[src/rtl/reg_file.sv]
// Register file: 2**ADDR_W x DATA_W registers, one write port and two read ports.
// Latency: both read ports are registered, so data appears one CLK edge after the address.
// Backpressure: none. Every edge is accepted; there is no stall input and no ready output.
// Optional feature: define REGFILE_BYPASS_EN to forward IN to a read port whose address
// matches INADDRESS on a write edge. Otherwise that port returns the pre-write value.
module reg_file #(
   parameter int DATA_W = 8,
   parameter int ADDR_W = 3
) (
   input  logic                 CLK,
   input  logic                 RESET,
   input  logic [DATA_W-1:0]    IN,
   input  logic [ADDR_W-1:0]    INADDRESS,
   input  logic                 WRITE,
   input  logic [ADDR_W-1:0]    OUT1ADDRESS,
   input  logic [ADDR_W-1:0]    OUT2ADDRESS,
   output logic [DATA_W-1:0]    OUT1,
   output logic [DATA_W-1:0]    OUT2,
   output logic                 OUT_VALID,
   output logic [2**ADDR_W-1:0] WRITTEN
);

   localparam int NREG = 2**ADDR_W;

   // Storage and registered outputs
   logic [DATA_W-1:0] r_regs [NREG];
   logic [DATA_W-1:0] r_out1;
   logic [DATA_W-1:0] r_out2;
   logic              r_out_valid;
   logic [NREG-1:0]   r_written;

   // Decoded write strobes and next read data
   logic [NREG-1:0]   w_wr_sel;
   logic [DATA_W-1:0] w_rd1;
   logic [DATA_W-1:0] w_rd2;
   logic              w_hit1;
   logic              w_hit2;

   // One-hot write decode; the address is fully decoded, so every index is a real register
   always_comb begin
      w_wr_sel = '0;
      if (WRITE) begin
         w_wr_sel[INADDRESS] = 1'b1;
      end
   end

   // Read-port collision detection against the write port on this edge
   always_comb begin
      w_hit1 = WRITE && (OUT1ADDRESS == INADDRESS);
      w_hit2 = WRITE && (OUT2ADDRESS == INADDRESS);
   end

   // Read data selection: array contents are the pre-write values at this edge
   always_comb begin
      w_rd1 = r_regs[OUT1ADDRESS];
      w_rd2 = r_regs[OUT2ADDRESS];
`ifdef REGFILE_BYPASS_EN
      if (w_hit1) begin
         w_rd1 = IN;
      end
      if (w_hit2) begin
         w_rd2 = IN;
      end
`else
      // Without forwarding, a colliding read keeps the old value. The hit
      // terms are unused, so fold them into an expression with no effect.
      if (w_hit1 && 1'b0) begin
         w_rd1 = IN;
      end
      if (w_hit2 && 1'b0) begin
         w_rd2 = IN;
      end
`endif
   end

   // Register array update; reset wins over a simultaneous write
   always_ff @(posedge CLK) begin
      if (RESET) begin
         for (int i = 0; i < NREG; i++) begin
            r_regs[i] <= '0;
         end
      end else begin
         for (int i = 0; i < NREG; i++) begin
            if (w_wr_sel[i]) begin
               r_regs[i] <= IN;
            end
         end
      end
   end

   // Sticky per-register written flags, cleared only by reset
   always_ff @(posedge CLK) begin
      if (RESET) begin
         r_written <= '0;
      end else begin
         r_written <= r_written | w_wr_sel;
      end
   end

   // Registered read ports and valid flag
   always_ff @(posedge CLK) begin
      if (RESET) begin
         r_out1      <= '0;
         r_out2      <= '0;
         r_out_valid <= 1'b0;
      end else begin
         r_out1      <= w_rd1;
         r_out2      <= w_rd2;
         r_out_valid <= 1'b1;
      end
   end

   assign OUT1      = r_out1;
   assign OUT2      = r_out2;
   assign OUT_VALID = r_out_valid;
   assign WRITTEN   = r_written;

endmodule

[config.mk]
export PLATFORM = sky130hd
export DESIGN_NAME = reg_file
export DESIGN_NICKNAME = d
export VERILOG_FILES = /design/src/rtl/reg_file.sv
export SDC_FILE = /design/constraint.sdc
export NUM_CORES = 1
export LEC_CHECK = 0
export CAP_MARGIN = 20
export CORE_ASPECT_RATIO = 0.9
export CORE_MARGIN = 4
export CORE_UTILIZATION = 45
export DETAILED_ROUTE_END_ITERATION = 12
export GPL_ROUTABILITY_DRIVEN = 1
export PLACE_DENSITY = 0.66
export SLEW_MARGIN = 15
export SYNTH_ARGS = -nofsm -noshare
export SYNTH_HDL_FRONTEND = slang
export SYNTH_SLANG_ARGS = --single-unit
[constraint.sdc]
create_clock -name CLK -period 2.4 [get_ports CLK]
set_input_delay 0.24 -clock CLK [delete_from_list [all_inputs] [get_ports CLK]]
set_output_delay 0.24 -clock CLK [all_outputs]
set_load 0.01 [all_outputs]
==> summary.json <==
{
  "layout_min_cycle_time_ps": 1612,
  "synth_cells": 268,
  "cts_setup_buffers": 0,
  "primary_flip_flop_cell_chosen_by_synthesis_mapping": "edfxtp_1",
  "irDropWorstVdd_v": 0.0003972,
  "synth_largest_area_cell": "edfxtp_1",
  "power.leakage_nw": 1.737,
  "outcome": "finished, final reports clean",
  "groute.usage.overall_pct": 18.40,
  "pwr-share-seq_pct": 56.2,
  "top_level_ports": 45,
  "ys_async_sr_fraction_pct": 0,
  "synthSimpleGateAreaFrac_pct": 9.039,
  "cts-buffers-inserted": 9,
  "routedWlPerCell_um": 19.96,
  "hold_start": "WRITTEN[4]",
  "highest_layer": "met4",
  "hold_violations": 0,
  "syn_nets": 288,
  "route.vias.total": 2383,
  "estimated_wirelength_of_the_detail_placed_design_mm": 5.610,
  "synth-seq-cells": 89,
  "clk_pin_slew_ps": 80,
  "cpMaxStageDelayCell": "clkdlybuf4s50_1",
  "drive_above_1_share_pct": 14.46,
  "post-synth-top-area-fraction_pct": 48.89,
  "timing.hold.worst.class": "flip-flop to flip-flop",
  "die-area_um2": 10300,
  "post-route-period-util_pct": 67.15,
  "fp-row-count": 32,
  "comb_power_share_pct": 12.8,
  "cts_max_path_buffers": 2,
  "fin_skew_ps": 8.309,
  "avgViaCountPerCell": 5.367,
  "detailroute.wirelength.met3_um": 777,
  "crit_path_max_fanout": 8,
  "post_synth_mux_area_share_pct": 23.55,
  "kind_of_end_point_of_the_critical_path": "flip-flop",
  "rrSetupSlack_ps": 1130,
  "clockPowerShare_pct": 31.0,
  "max_slew.worst_pin.slew_ps": 649.1,
  "cts_resized": 0,
  "worst_hold_path.num_cells": 2,
  "hold-worst-slack_ps": 451.6,
  "fraction_of_synthesized_cell_area_in_xor_and_xnor_cells_pct": 0,
  "final.setup.tns_ps": 0,
  "syn_area_per_cell_um2": 14.67,
  "synth_commonest_cells": "nor2_1, edfxtp_1, dfxtp_1",
  "die_x_um": 106.5,
  "initial_core_util_pct": 46.10,
  "cpPeakStageDelay_ps": 530,
  "die_h_um": 96.67,
  "cts_hold_repair.buffers": 0,
  "layout.filler_cells": 746,
  "m1WireLength_mm": 3.693,
  "p_int_mw": 2.464,
  "register_area_um2": 2422,
  "start_kind": "input port",
  "timing.rr.start": "r_regs[7][6]",
  "drc": 0,
  "sw_frac_of_total_pct": 23.47,
  "nets": 340,
  "timing.max_cap.violations": 0,
  "grt_max_degree": 26,
  "place_congestion": 0.7978,
  "ant_nets": 0,
  "clkSinkCount": 89,
  "fp.coreArea_um2": 8528,
  "cp_data_required_time_ps": 2400,
  "final-instance-count-excl-fill": 444,
  "antenna_found_initial": 0,
  "wire_length_of_the_first_global_routing_pass_mm": 13.95,
  "p_per_area_nw_per_um2": 686.1,
  "critical-path-top-cell-by-count": "nand2_1",
  "p_sw_uw": 755.9,
  "cts.root.buffer_cell": "clkbuf_8",
  "routed_wl_mm": 8.863,
  "slew-limit-headroom_pct": 56.59,
  "syn_to_final_growth_pct": 19.38,
  "ff_to_ff_path_depth": 3,
  "post_synth_num_cell_types": 19,
  "synth_edf_count": 64,
  "htreeDepth": 3,
  "synth_top_family_by_area": "multiplexers",
  "synth_warnings": 0,
  "clock_latency_ps": 360,
  "worstSetupPathType": "input port to flip-flop",
  "netlist_area_um2": 3931,
  "timing.critical_path.arrival_ps": 1610,
  "drtPass1Iterations": 4,
  "dp_cells": 428,
  "synth_compound_area_share_pct": 1.273,
  "synth_sequential_area_ratio_pct": 61.62,
  "synthTopCellsByArea": "edfxtp_1, dfxtp_1, mux4_2",
  "post_synth_fa_ha_maj_area_fraction_pct": 0,
  "sum_of_overflow_across_all_layers_after_global_routing": 0,
  "port_buffers": 44,
  "crit_path_cell_trace": "clkdlybuf4s50_1 > nor2b_1 > nand2_1 > nand2_1",
  "drt_iter0_drcs": 164,
  "most_instantiated_library_cell_after_synthesis": "nor2_1",
  "area_used_by_multi_input_combinational_logic_um2": 1331,
  "cts_tree": "built",
  "vias_in_the_first_global_route": 2579,
  "clock.fmax_ghz": 0.6205,
  "worstHoldEndpoint": "WRITTEN[4]",
  "antenna_cells_inserted": 0,
  "report.final.setup_viol": 0,
  "unrepaired_setup_endpoints_after_global_routing": "false",
  "worst_r2r_endpoint": "OUT2[6]",
  "met2WireLength_mm": 4.276,
  "finalMaxSlewViolations": 0
}
-- worst max-delay path, delay by kind of cell --
| family | cells | cell delay [ps] |
|---|---|---|
| buffers and inverters | 1 | 530 |
| and+or+nand+nor | 3 | 830 |
-- power by group through the flow --
stage / Clock, mW / Combinational (mW) / Sequential [mW]
finish: 0.997 / 0.414 / 1.81
global route: 1.08 / 0.451 / 1.82
CTS: 1.03 / 0.420 / 1.81
detailed placement: 0 / 0.419 / 1.84
global placement: 0 / 0.414 / 1.83
floorplan: 0 / 0.240 / 1.84
-- cells in the final DEF, fill, tap and decap left out --
cell	count
a21oi_1	7
nand4_1	1
mux4_2	20
buf_12	1
dfxtp_1	25
mux4_1	12
edfxtp_1	64
a31oi_1	1
mux2i_1	16
nand2_1	18
inv_1	16
clkinv_4	1
clkbuf_8	9
nor2_1	66
nor2b_1	3
nand3_1	3
bufinv_16	1
clkinvlp_4	1
clkinv_2	2
clkbuf_1	2
buf_4	11
a31o_2	1
clkdlybuf4s50_1	44
-- worst max path at each step --
| stage | startpoint | end |
|---|---|---|
| finish | WRITE | r_regs[4][2] |
| global route | WRITE | r_regs[4][2] |
| CTS | WRITE | r_regs[4][2] |
| detailed placement | WRITE | r_regs[4][5] |
| global placement | WRITE | r_regs[4][5] |
| floorplan | RESET | r_regs[3][0] |
-- cell type report --
type	instances	area share, %
Sequential cell	89	51.61
Multi-Input combinational cell	148	28.37
Timing Repair Buffer	56	11.57
Tap cell	119	3.172
Clock buffer	11	2.799
Inverter	16	1.280
Clock inverter	5	1.200
-- flip-flops by register name, summed over array words and instances (netlist names) --
| signal | flops |
|---|---|
| OUT1 | 8 |
| OUT2 | 8 |
| OUT_VALID | 1 |
| WRITTEN | 8 |
| r_regs | 64 |
-- stage by stage --
stage | setup slack (ps) | utilization, % | instance area, um2 | total power [mW]
3_5_place_dp | 402.9 | 52.83 | 4506 | 2.262
6_report | 788.4 | 55.03 | 4693 | 3.220
2_1_floorplan | 1100 | - | 3931 | 2.082
5_1_grt | 624.6 | 55.03 | 4693 | 3.359
3_3_place_gp | 436.1 | 52.83 | 4506 | 2.247
4_1_cts | 790.2 | 55.03 | 4693 | 3.259
-- routing by layer --
metal	vias to the layer above	global-route usage, %
met2	100	28.84
li1	1089	-
met4	0	5.703
met3	13	4.736
met1	1181	25.45
met5	-	0
-- kinds of logic after synthesis --
family	count (synthesis)
buf+inv	31
mux	48
simple gates	91
flops	89
compound gates	9
(Power assumes the default switching activity.)
